==> src/rtl/muldiv_sequencer.sv <==
// Iterative MULT/MULTU/DIV/DIVU unit owning the HI/LO registers.
// One shift-add or restoring-divide step per cycle; result lands WIDTH+2 cycles after start.
module muldiv_sequencer #(
  parameter int WIDTH = 32,
  parameter int CNT_W = 5
) (
  input  logic             clk,
  input  logic             reset,
  input  logic             start,
  input  logic [1:0]       op,
  input  logic [WIDTH-1:0] data1,
  input  logic [WIDTH-1:0] data2,
  input  logic             cancel,
  input  logic             hilo_we,
  input  logic             hilo_sel,
  input  logic [WIDTH-1:0] hilo_wdata,
  output logic             busy,
  output logic             done,
  output logic             div_by_zero,
  output logic [WIDTH-1:0] hi,
  output logic [WIDTH-1:0] lo
);

  typedef enum logic [1:0] {IDLE, PREP, RUN, FIX} state_t;

  localparam logic [CNT_W-1:0] LAST_CNT = CNT_W'(WIDTH - 1);

  state_t             state;
  state_t             state_nxt;
  logic [1:0]         op_q;
  logic [WIDTH-1:0]   a_q;
  logic [WIDTH-1:0]   b_q;
  logic [WIDTH-1:0]   opnd;
  logic [2*WIDTH-1:0] work;
  logic [CNT_W-1:0]   cnt;
  logic               neg_q;
  logic               neg_r;

  logic               is_div;
  logic               is_signed;
  logic               last_step;
  logic [WIDTH-1:0]   mag_a;
  logic [WIDTH-1:0]   mag_b;
  logic [WIDTH:0]     msum;
  logic [2*WIDTH-1:0] mul_next;
  logic [WIDTH+1:0]   diff;
  logic               no_borrow;
  logic [2*WIDTH-1:0] div_next;
  logic [2*WIDTH-1:0] prod;
  logic [WIDTH-1:0]   res_hi;
  logic [WIDTH-1:0]   res_lo;
  logic               res_dbz;

  assign is_div    = op_q[1];
  assign is_signed = ~op_q[0];
  assign last_step = (cnt == LAST_CNT);
  assign mag_a     = (is_signed && a_q[WIDTH-1]) ? -a_q : a_q;
  assign mag_b     = (is_signed && b_q[WIDTH-1]) ? -b_q : b_q;

  // Multiply: add multiplicand into the upper half, keep the carry, shift right.
  always_comb begin
    msum     = {1'b0, work[2*WIDTH-1:WIDTH]} +
               (work[0] ? {1'b0, opnd} : {(WIDTH+1){1'b0}});
    mul_next = {msum, work[WIDTH-1:1]};
  end

  // Divide: the bit shifted out of rem is kept in the trial subtraction.
  always_comb begin
    diff      = {1'b0, work[2*WIDTH-1:WIDTH-1]} - {2'b00, opnd};
    no_borrow = ~diff[WIDTH+1];
    div_next  = {(no_borrow ? diff[WIDTH-1:0] : work[2*WIDTH-2:WIDTH-1]),
                 work[WIDTH-2:0], no_borrow};
  end

  always_comb begin
    prod    = (is_signed && neg_q) ? -work : work;
    res_hi  = prod[2*WIDTH-1:WIDTH];
    res_lo  = prod[WIDTH-1:0];
    res_dbz = 1'b0;
    if (is_div) begin
      if (b_q == '0) begin
        res_hi  = a_q;
        res_lo  = '1;
        res_dbz = 1'b1;
      end else begin
        res_lo = (is_signed && neg_q) ? -work[WIDTH-1:0] : work[WIDTH-1:0];
        res_hi = (is_signed && neg_r) ? -work[2*WIDTH-1:WIDTH] : work[2*WIDTH-1:WIDTH];
      end
    end
  end

  always_ff @(posedge clk) begin
    if (reset) state <= IDLE;
    else       state <= state_nxt;
  end

  always_comb begin
    state_nxt = state;
    case (state)
      IDLE: if (start) state_nxt = PREP;
      PREP: state_nxt = cancel ? IDLE : RUN;
      RUN: begin
        if (cancel)         state_nxt = IDLE;
        else if (last_step) state_nxt = FIX;
      end
      FIX:     state_nxt = IDLE;
      default: state_nxt = IDLE;
    endcase
  end

  always_comb begin
    busy = (state != IDLE);
  end

  always_ff @(posedge clk) begin
    if (reset) begin
      hi          <= '0;
      lo          <= '0;
      done        <= 1'b0;
      div_by_zero <= 1'b0;
      cnt         <= '0;
      work        <= '0;
      opnd        <= '0;
      op_q        <= '0;
      a_q         <= '0;
      b_q         <= '0;
      neg_q       <= 1'b0;
      neg_r       <= 1'b0;
    end else begin
      done        <= 1'b0;
      div_by_zero <= 1'b0;
      case (state)
        IDLE: begin
          if (start) begin
            op_q <= op;
            a_q  <= data1;
            b_q  <= data2;
          end else if (hilo_we) begin
            if (hilo_sel) hi <= hilo_wdata;
            else          lo <= hilo_wdata;
          end
        end
        PREP: begin
          neg_q <= is_signed & (a_q[WIDTH-1] ^ b_q[WIDTH-1]);
          neg_r <= is_signed & a_q[WIDTH-1];
          cnt   <= '0;
          if (is_div) begin
            opnd <= mag_b;
            work <= {{WIDTH{1'b0}}, mag_a};
          end else begin
            opnd <= mag_a;
            work <= {{WIDTH{1'b0}}, mag_b};
          end
        end
        RUN: begin
          if (!cancel) begin
            work <= is_div ? div_next : mul_next;
            cnt  <= cnt + CNT_W'(1);
          end
        end
        FIX: begin
          if (!cancel) begin
            hi          <= res_hi;
            lo          <= res_lo;
            done        <= 1'b1;
            div_by_zero <= res_dbz;
          end
        end
        default: ;
      endcase
    end
  end

endmodule
==> config.mk <==
export PLATFORM = sky130hd
export DESIGN_NAME = muldiv_sequencer
export DESIGN_NICKNAME = d
export VERILOG_FILES = /design/src/rtl/muldiv_sequencer.sv
export SDC_FILE = /design/constraint.sdc
export NUM_CORES = 1
export LEC_CHECK = 0
export ABC_CLOCK_PERIOD_IN_PS = 5000
export CAP_MARGIN = 10
export CELL_PAD_IN_SITES_DETAIL_PLACEMENT = 1
export CELL_PAD_IN_SITES_GLOBAL_PLACEMENT = 1
export CORE_MARGIN = 3
export CORE_UTILIZATION = 43
export DETAILED_ROUTE_END_ITERATION = 16
export GPL_TIMING_DRIVEN = 0
export HOLD_SLACK_MARGIN = 0.03
export PLACE_DENSITY = 0.92
export SYNTH_ARGS = -nofsm -noshare
export SYNTH_HDL_FRONTEND = slang
export SYNTH_SLANG_ARGS = --single-unit
==> constraint.sdc <==
create_clock -name clk -period 5 [get_ports clk]
set_input_delay 1.25 -clock clk [delete_from_list [all_inputs] [get_ports clk]]
set_output_delay 1.25 -clock clk [all_outputs]
set_load 0.01 [all_outputs]
==> metrics.csv, run 1 <==
metric,value,unit
hold-fix buffers at CTS,0,
Worst Setup Start Kind,register,
library cells used by synthesis,90,
CP arrival,5.22,ns
fraction of registers with async set/reset,0,%
TritonCTS Buffers,28,
mapped cell area,17600,um2
register area,4750,um2
Vias,20752,
initial drt markers,2183,
Reg2Reg Depth,14,
share of cells above drive strength 1,4.18,%
top_reg_cell synth,dfxtp_1,
final worst path period need,4.76,ns
Reg2Reg Launch Point,work[0],
Seq pwr share,35.1,%
# rows,73,
# IOs,171,
Resize count post-CTS,0,
synthesized net count,2588,
Yosys Warn Count,0,
Mapped Cells,2412,
CTS tree,built,
Max-slew headroom,24.4,%
"Reg clk slew, reported paths",0.07,ns
Setup CP Type,reg2reg,
hold endpoint,lo[11],
Clock Path Buffers,3,
Max Clock Freq,210,MHz
GRT Total Usage,40.7,%
post-CTS repair timing setup buffer count,0,
skew final,0.0521,ns
"commonest cells after routing, fill and taps aside","nand2_1 (312), a21oi_1 (286), nor2_1 (275)",
H-tree Lvls,1,
max cap viols,0,
die area,43500,um2
gpl congestion,1.06,
Port Buffers,169,
DIE WIDTH,209,um
clk sink count,237,
VDD IR-drop max,0.257,mV
GRT met2 Usage,65.2,%
worst hold-check path type,reg2reg,
Worst Tran Pin Value,1.13,ns
"Req. time, crit path",5.46,ns
Filler cells,5090,
crit share post-route,95.1,%
initial antenna violation count,1,
Worst R2R End,work[62],
Detailed Route WL,92500,um
"EDFF count, synth",0,
GR Layer Usage met1,49.9,%
Hold Worst Slack,0.455,ns
DRC errors left,0,
#FFs+latches synth,237,
RSZ-0062 raised after global routing,no,
area occupied by multi-input gates,11800,um2
GRT overflow,0,
Initial Util,44.0,%
crit end category,register,
Final TNS setup,0,ns
HPWL after DPL,73300,um
status,"complete, no violations",
M3 GR Usage,9.11,%
Critical Path Fanout Max,10,
sequential-to-total area share from yosys stat,26.9,%
Final ANT Viol Nets,0,
clk root buf,clkbuf_16,
wire per inst,29.3,um
first-pass detailed-route iteration total,6,
Fin. Hold Viols,0,
GRT busiest layer,met2,
switch share,34.1,%
mean area per synthesized cell,7.31,um2
pin count of the biggest net entering global routing,17,
sw power,2.07,mW
count of pins over their slew limit,0,
clk_lat worst skew,0.62,ns
Core Region,40100,um2
vias in the first global route,21066,
global-route wire length before repair,135000,um
Leak,8.08,nW
Vias/cell,6.57,
Int Power,4.00,mW
Pwr Density,287,nW/um2
clock share of power,40.8,%
synthesis-to-layout area growth,19.7,%
Hold Startpoint,lo[11],
"commonest non-fill, non-tap cell in the layout",nand2_1,
Die Y,209,um
Final nets,2788,
Final setup viols,0,
FF-to-FF setup slack,0.24,ns
hold path depth,2,
power share of the combinational group,24.1,%
layout make-up:
type / count / area share (%)
tap: 525 / 3.11
buffer: 198 / 3.83
sequential: 237 / 22.5
inverter: 66 / 1.17
clock inverter: 17 / 1.58
antenna: 2 / 0.0237
clock buffer: 34 / 3.62
timing repair buffer: 170 / 8.05
multi-input combinational: 1911 / 56.1
critical path, cell delays in order (launching register included):
cell and delay [ns]:
dfxtp_2 0.41, inv_1 0.33, clkbuf_1 0.40, nor2_1 0.10, ha_1 0.28, clkbuf_1 0.20
a21o_1 0.22, a311o_1 0.34, a221oi_1 0.54, o211ai_1 0.39, a211o_1 0.37, o311a_1 0.32
or3_1 0.32, a221oi_1 0.24, a2111oi_0 0.11
per-stage QoR:
| step | instance area [um2] | std cells | power, mW | util [%] | setup slack (ns) |
|---|---|---|---|---|---|
| floorplan | 17600 | 2412 | 2.93 | - | 1.48 |
| global placement | 20000 | 3106 | 3.51 | 49.8 | 0.333 |
| detailed placement | 20000 | 3107 | 3.55 | 49.9 | 0.307 |
| CTS | 21100 | 3158 | 5.98 | 52.6 | 0.275 |
| global route | 21100 | 3158 | 6.20 | 52.6 | 0.101 |
| finish | 21100 | 3160 | 6.06 | 52.6 | 0.243 |
power by group through the flow:
stage               clock (mW)  combinational (mW)  sequential [mW]
CTS                       2.45                1.41             2.11
finish                    2.47                1.46             2.13
global route              2.54                1.54             2.13
global placement             0                1.36             2.15
floorplan                    0               0.836             2.09
detailed placement           0                1.40             2.15
routing by layer:
metal,vias up,routed length (um)
li1,9044,-
met1,10157,35600
met2,1207,41300
met3,344,9090
met4,0,6560
met5,-,0
state kept, by name, summed over array words and instances, names as in the netlist, 2 cells and up:
name,cells
a_q,32
op_q,2
hi,32
lo,32
work,64
opnd,32
state,2
b_q,32
cnt,5
how the worst max path moves through the flow:
stage | start | endpoint | slack, ns | cells past startpoint
3_5_place_dp | work[0] | work[62] | 0.31 | 14
5_1_grt | work[0] | work[62] | 0.10 | 14
3_3_place_gp | b_q[6] | hi[27] | 0.33 | 9
6_report | work[0] | work[62] | 0.24 | 14
2_1_floorplan | work[0] | work[62] | 1.48 | 14
4_1_cts | work[0] | work[62] | 0.27 | 14
Yosys cell counts, types with 16 or more instances:
| library cell | instances | area, um2 |
|---|---|---|
| nor4_1 | 23 | 144 |
| ha_1 | 70 | 876 |
| inv_1 | 65 | 244 |
| o221ai_1 | 23 | 201 |
| clkbuf_1 | 163 | 612 |
| o211ai_1 | 48 | 360 |
| a22oi_1 | 20 | 150 |
| a31oi_1 | 31 | 194 |
| a21o_1 | 41 | 308 |
| dfxtp_1 | 237 | 4740 |
| nand3_1 | 22 | 110 |
| nand2_1 | 312 | 1170 |
| a211oi_1 | 52 | 390 |
| a221oi_1 | 19 | 166 |
| nand4_1 | 18 | 113 |
| mux2i_1 | 41 | 410 |
| or3_1 | 17 | 106 |
| o21ai_0 | 124 | 621 |
| nor2_1 | 275 | 1030 |
| o31ai_1 | 16 | 120 |
| xnor2_1 | 105 | 920 |
| a21oi_1 | 286 | 1430 |
| buf_1 | 16 | 60.1 |
| nor3_1 | 58 | 290 |
| xor2_1 | 89 | 780 |
| nand2b_1 | 22 | 138 |
kinds of logic after synthesis:
| kind of cell | after synthesis | share of synthesized area (%) |
|---|---|---|
| simple gates | 823 | 21.0 |
| compound gates | 771 | 27.8 |
| fa+ha+maj | 72 | 5.19 |
| mux | 51 | 3.48 |
| flops | 237 | 26.9 |
| buf+inv | 264 | 5.99 |
| xor+xnor | 194 | 9.64 |
Note: power is estimated with default switching activity, not from simulation.
==> run 2, diff against run 1 <==
- RECOVER_POWER: unset -> 100
==> metrics.csv, run 2 (synthesized netlist as in run 1, its figures left out) <==
metric,value,unit,change
Die Y,209,um,unchanged
Final TNS setup,0,ns,unchanged
clk root buf,clkbuf_16,,unchanged
Int Power,3.98,mW,was 4.00 mW
RSZ-0062 raised after global routing,no,,unchanged
Finished Core Util,52.4,%,was 52.6%
VDD IR-drop max,0.253,mV,was 0.257 mV
DR WL met3,8750,um,was 9090 um
Final nets,2788,,unchanged
WL met2,41300,um,about the same
H-tree Lvls,1,,unchanged
hold-fix buffers at CTS,0,,unchanged
Port Buffers,169,,unchanged
Vias,20631,,was 20.8k
initial drt markers,2141,,was 2183
Final setup viols,0,,unchanged
"Reg clk slew, reported paths",0.07,ns,about the same
Largest register FFs,64,,unchanged
Filler cells,5103,,was 5090
Detailed Route WL,92400,um,was 92500 um
TritonCTS Buffers,28,,unchanged
Worst Tran Pin Value,1.13,ns,about the same
Vias/cell,6.53,,was 6.57
global-route wire length before repair,135000,um,unchanged
gpl congestion,1.06,,unchanged
# IOs,171,,unchanged
status,"complete, no violations",,unchanged
worst hold-check path type,reg2reg,,unchanged
crit end category,register,,unchanged
"commonest non-fill, non-tap cell in the layout",nand2_1,,unchanged
"commonest cells after routing, fill and taps aside","nand2_1 (312), a21oi_1 (286), nor2_1 (277)",,"was nand2_1 (312), a21oi_1 (286), nor2_1 (275)"
Setup CP Type,reg2reg,,unchanged
final worst path period need,4.80,ns,was 4.76 ns
sw power,2.06,mW,was 2.07 mW
Resize count post-CTS,0,,unchanged
max cap viols,0,,unchanged
Critical Path Fanout Max,10,,unchanged
crit share post-route,96.1,%,was 95.1%
post-CTS repair timing setup buffer count,0,,unchanged
Post-Route M1 WL,35800,um,was 35600 um
Max Clock Freq,208,MHz,was 210 MHz
Leak,8.26,nW,was 8.08 nW
vias in the first global route,21066,,unchanged
DRC errors left,0,,unchanged
"Req. time, crit path",5.45,ns,was 5.46 ns
Worst Setup Start Kind,register,,unchanged
Max-slew headroom,24.1,%,was 24.4%
skew final,0.0508,ns,was 0.0521 ns
Fin. Hold Viols,0,,unchanged
clk sink count,237,,unchanged
Final ANT Viol Nets,0,,unchanged
share of cells above drive strength 1,3.53,%,was 4.18%
Core Region,40100,um2,unchanged
Clock Path Buffers,3,,unchanged
initial antenna violation count,1,,unchanged
Initial Util,44.0,%,unchanged
CP arrival,5.26,ns,was 5.22 ns
clk_lat worst skew,0.62,ns,about the same
clock share of power,40.9,%,was 40.8%
synthesis-to-layout area growth,19.1,%,was 19.7%
Pwr Density,288,nW/um2,was 287 nW/um2
first-pass detailed-route iteration total,5,,was 6
CTS tree,built,,unchanged
Final Total Pwr,6.05,mW,was 6.06 mW
die area,43500,um2,unchanged
switch share,34.1,%,about the same
pin count of the biggest net entering global routing,17,,unchanged
count of pins over their slew limit,0,,unchanged
register bank with the most flops,work,,unchanged
FF-to-FF setup slack,0.20,ns,was 0.24 ns
GRT Total Usage,40.7,%,unchanged
power share of the combinational group,23.9,%,was 24.1%
Seq pwr share,35.1,%,about the same
DIE WIDTH,209,um,unchanged
highest routed layer,met4,,unchanged
HPWL after DPL,73300,um,unchanged
GRT overflow,0,,unchanged
wire per inst,29.2,um,was 29.3 um
# rows,73,,unchanged
[run 2: cell count changes in the layout (fill, tap and decap cells not counted), moves of 2 or more]
cell	delta
o21ai_1	-2
dlygate4sd3_1	+69
o21ai_0	+3
clkdlybuf4s50_1	-69
buf_2	-2
buf_6	-2
buf_1	-3
nor2_1	+2
buf_4	-2
clkbuf_1	+9
[run 2: final timing paths]
path | start | to | cells after the start
worst min-delay path | lo[11] | lo[11] | 2
worst min register to register | lo[11] | lo[11] | 2
worst max-delay path | work[0] | work[62] | 14
worst max register to register | work[0] | work[62] | 14
[run 2: worst max-delay path, stage by stage (launching register included)]
cell	delay (ns)
dfxtp_2	0.41
inv_1	0.35
clkbuf_1	0.41
nor2_1	0.10
ha_1	0.28
clkbuf_1	0.20
a21o_1	0.22
a311o_1	0.34
a221oi_1	0.55
o211ai_1	0.39
a211o_1	0.37
o311a_1	0.33
or3_1	0.32
a221oi_1	0.25
a2111oi_0	0.11
[run 2: layout make-up]
cell class	count	area, um2	share of cell area, %
Inverter	66	248	1.18
Tap cell	525	657	3.13
Clock inverter	17	334	1.59
Sequential cell	237	4750	22.6
Clock buffer	34	763	3.63
Antenna cell	1	2.50	0.0119
Multi-Input combinational cell	1911	11800	56.1
Timing Repair Buffer	170	1700	8.07
Buffer	198	777	3.70
[run 2: power by group through the flow]
stage,logic [mW],clock network [mW],registers (mW)
after floorplan,0.836,0,2.09
final,1.45,2.48,2.12
after detailed placement,1.40,0,2.15
after CTS,1.41,2.45,2.11
after global placement,1.36,0,2.15
after global routing,1.52,2.54,2.13
[run 2: metrics by stage]
| step | setup WS [ns] | hold WS, ns | area, um2 | cells |
|---|---|---|---|---|
| final | 0.195 | 0.452 | 21000 | 3159 |
| after CTS | 0.275 | 0.455 | 21100 | 3158 |
| after global placement | 0.333 | 0.440 | 20000 | 3106 |
| after detailed placement | 0.307 | 0.446 | 20000 | 3107 |
| after global routing | 0.0951 | 0.475 | 21000 | 3158 |
| after floorplan | 1.48 | 0.432 | 17600 | 2412 |
[run 2: per-layer routing]
metal  vias to the layer above  track usage (%)
li1                       9043                -
met2                      1169             65.2
met5                         -                0
met4                         0             24.8
met3                       354             9.11
met1                     10065             49.9
==> run 3, diff against run 2 <==
- ABC_CLOCK_PERIOD_IN_PS: 5000 -> 5400
- GPL_ROUTABILITY_DRIVEN: unset -> 0
- clock period: 5 -> 5.4 ns (I/O delays scaled with it)
==> metrics.csv, run 3 (synthesized netlist as in run 1, its figures left out) <==
metric,value,unit,change
status,finished with violations,,"was complete, no violations"
violated checks,max-capacitance violations,,
VDD IR-drop max,0.238,mV,was 0.253 mV
Hold Worst Slack,0.455,ns,was 0.452 ns
Worst Tran Pin Value,1.47,ns,was 1.13 ns
register area,4740,um2,was 4750 um2
pin count of the biggest net entering global routing,15,,was 17
# IOs,171,,unchanged
CP cell instances,or4_1 -> nor3_1 -> nand3b_1 -> nor4_1 -> and2_0 -> clkbuf_1 -> a21oi_1 -> o21ai_0 -> o221ai_1 -> a21oi_1,,was inv_1 -> clkbuf_1 -> nor2_1 -> ha_1 -> clkbuf_1 -> a21o_1 -> a311o_1 -> a221oi_1 -> o211ai_1 -> a211o_1 -> o311a_1 -> or3_1 -> a221oi_1 -> a2111oi_0
clk sink count,237,,unchanged
Worst Setup Start Kind,register,,unchanged
Detailed Route WL,88700,um,was 92400 um
Die Y,209,um,unchanged
register bank with the most flops,work,,unchanged
"commonest non-fill, non-tap cell in the layout",nand2_1,,unchanged
DIE WIDTH,209,um,unchanged
initial antenna violation count,4,,was 1
crit share post-route,91.0,%,was 96.1%
DRC errors left,0,,unchanged
worst hold-check path type,reg2reg,,unchanged
most frequent CP cell,a21oi_1,,
CTS tree,built,,unchanged
hold-fix buffers at CTS,0,,unchanged
Filler cells,5137,,was 5103
"commonest cells after routing, fill and taps aside","nand2_1 (312), a21oi_1 (286), nor2_1 (277)",,unchanged
Worst path max stage delay,1.31,ns,was 0.55 ns
Max Clock Freq,204,MHz,was 208 MHz
RSZ-0062 raised after global routing,no,,unchanged
max cap viols,1,,was 0
post-CTS repair timing setup buffer count,0,,unchanged
hold path depth,2,,unchanged
clk root buf,clkbuf_16,,unchanged
Crit path depth,10,,was 14
GRT overflow,0,,unchanged
vias in the first global route,21909,,was 21.1k
TritonCTS Buffers,27,,was 28
Resize count post-CTS,0,,unchanged
CP bufs+invs,1,,was 3
Clock Path Buffers,3,,unchanged
Fin. Hold Viols,0,,unchanged
"Reg clk slew, reported paths",0.07,ns,about the same
Final ANT Viol Nets,0,,unchanged
# rows,73,,unchanged
Final TNS setup,0,ns,unchanged
Largest register FFs,64,,unchanged
Critical-path top delay cell,nor4_1,,was a221oi_1
count of pins over their slew limit,0,,unchanged
clk_lat worst skew,0.60,ns,was 0.62 ns
Critical Path Fanout Max,10,,unchanged
area occupied by multi-input gates,11800,um2,about the same
final worst path period need,4.91,ns,was 4.80 ns
Core Region,40100,um2,unchanged
Pwr Density,256,nW/um2,was 288 nW/um2
skew final,0.0138,ns,was 0.0508 ns
Final nets,2787,,was 2788
global-route wire length before repair,131000,um,was 135000 um
Leak,8.19,nW,was 8.26 nW
Port Buffers,169,,unchanged
H-tree Lvls,1,,unchanged
Setup CP Type,reg2reg,,unchanged
"Req. time, crit path",5.92,ns,was 5.45 ns
GRT Total Usage,38.6,%,was 40.7%
share of cells above drive strength 1,3.24,%,was 3.53%
Max-slew headroom,1.37,%,was 24.1%
CP arrival,5.43,ns,was 5.26 ns
Final setup viols,0,,unchanged
Crit path max-delay family,simple AND/OR/NAND/NOR gates,,was compound AO/OA/AOI/OAI gates
crit end category,register,,unchanged
initial drt markers,2769,,was 2141
Vias/cell,6.83,,was 6.53
Reg2Reg Depth,10,,was 14
wire per inst,28.1,um,was 29.2 um
synthesis-to-layout area growth,18.2,%,was 19.1%
die area,43500,um2,unchanged
HPWL after DPL,67500,um,was 73300 um
Vias,21549,,was 20.6k
Initial Util,44.0,%,unchanged
first-pass detailed-route iteration total,12,,was 5
==> run 3: cell types whose count changed in the layout (fill, tap and decap cells not counted), sizes merged <==
cell / delta
clkinvlp: -1
diode: +3
clkinv: -2
buf: -1
bufinv: -3
==> run 3: final cells by class <==
cell class                      instances  share of cell area [%]
Multi-Input combinational cell       1911                    56.5
Inverter                               66                    1.19
Clock inverter                         11                   0.966
Clock buffer                           33                    3.54
Sequential cell                       237                    22.8
Antenna cell                            4                  0.0480
Timing Repair Buffer                  170                    8.15
Tap cell                              525                    3.15
Buffer                                198                    3.68
==> run 3: tightest hold or removal path, delay by kind of cell (launching register included) <==
kind / cells / cell delay [ns]
AND/OR/NAND/NOR: 1 / 0.05
flip-flops: 1 / 0.31
AO/OA/AOI/OAI: 1 / 0.05
==> run 3: worst paths after layout <==
path	from	endpoint	slack [ns]
max	b_q[6]	hi[26]	0.49
max reg2reg	b_q[6]	hi[26]	0.49
min	hi[8]	hi[8]	0.45
min reg2reg	hi[8]	hi[8]	0.45
==> run 3: stage by stage <==
step                      area [um2]  setup slack, ns  power [mW]  cells  utilization, %
final                          20900            0.487        5.34   3155            52.0
after global routing           20800            0.396        5.43   3151            52.0
after CTS                      20900            0.678        5.24   3150            52.2
after detailed placement       20000            0.589        3.22   3106            49.8
after global placement         20000            0.657        3.16   3106            49.8
after floorplan                17600             1.88        2.71   2412               -
==> run 3: power by group <==
group,total (mW),switching (mW),internal (mW)
Clock,2.06,0.853,1.21
Combinational,1.31,0.846,0.462
Sequential,1.97,0.145,1.83
==> run 3: per-layer routing <==
| layer | part of all wire, % | track usage [%] | vias to the layer above |
|---|---|---|---|
| li1 | - | - | 9045 |
| met1 | 36 | 45.4 | 10236 |
| met2 | 42 | 58.8 | 1668 |
| met3 | 13 | 14.4 | 594 |
| met4 | 8.4 | 25.2 | 6 |
| met5 | 0.13 | 0 | - |
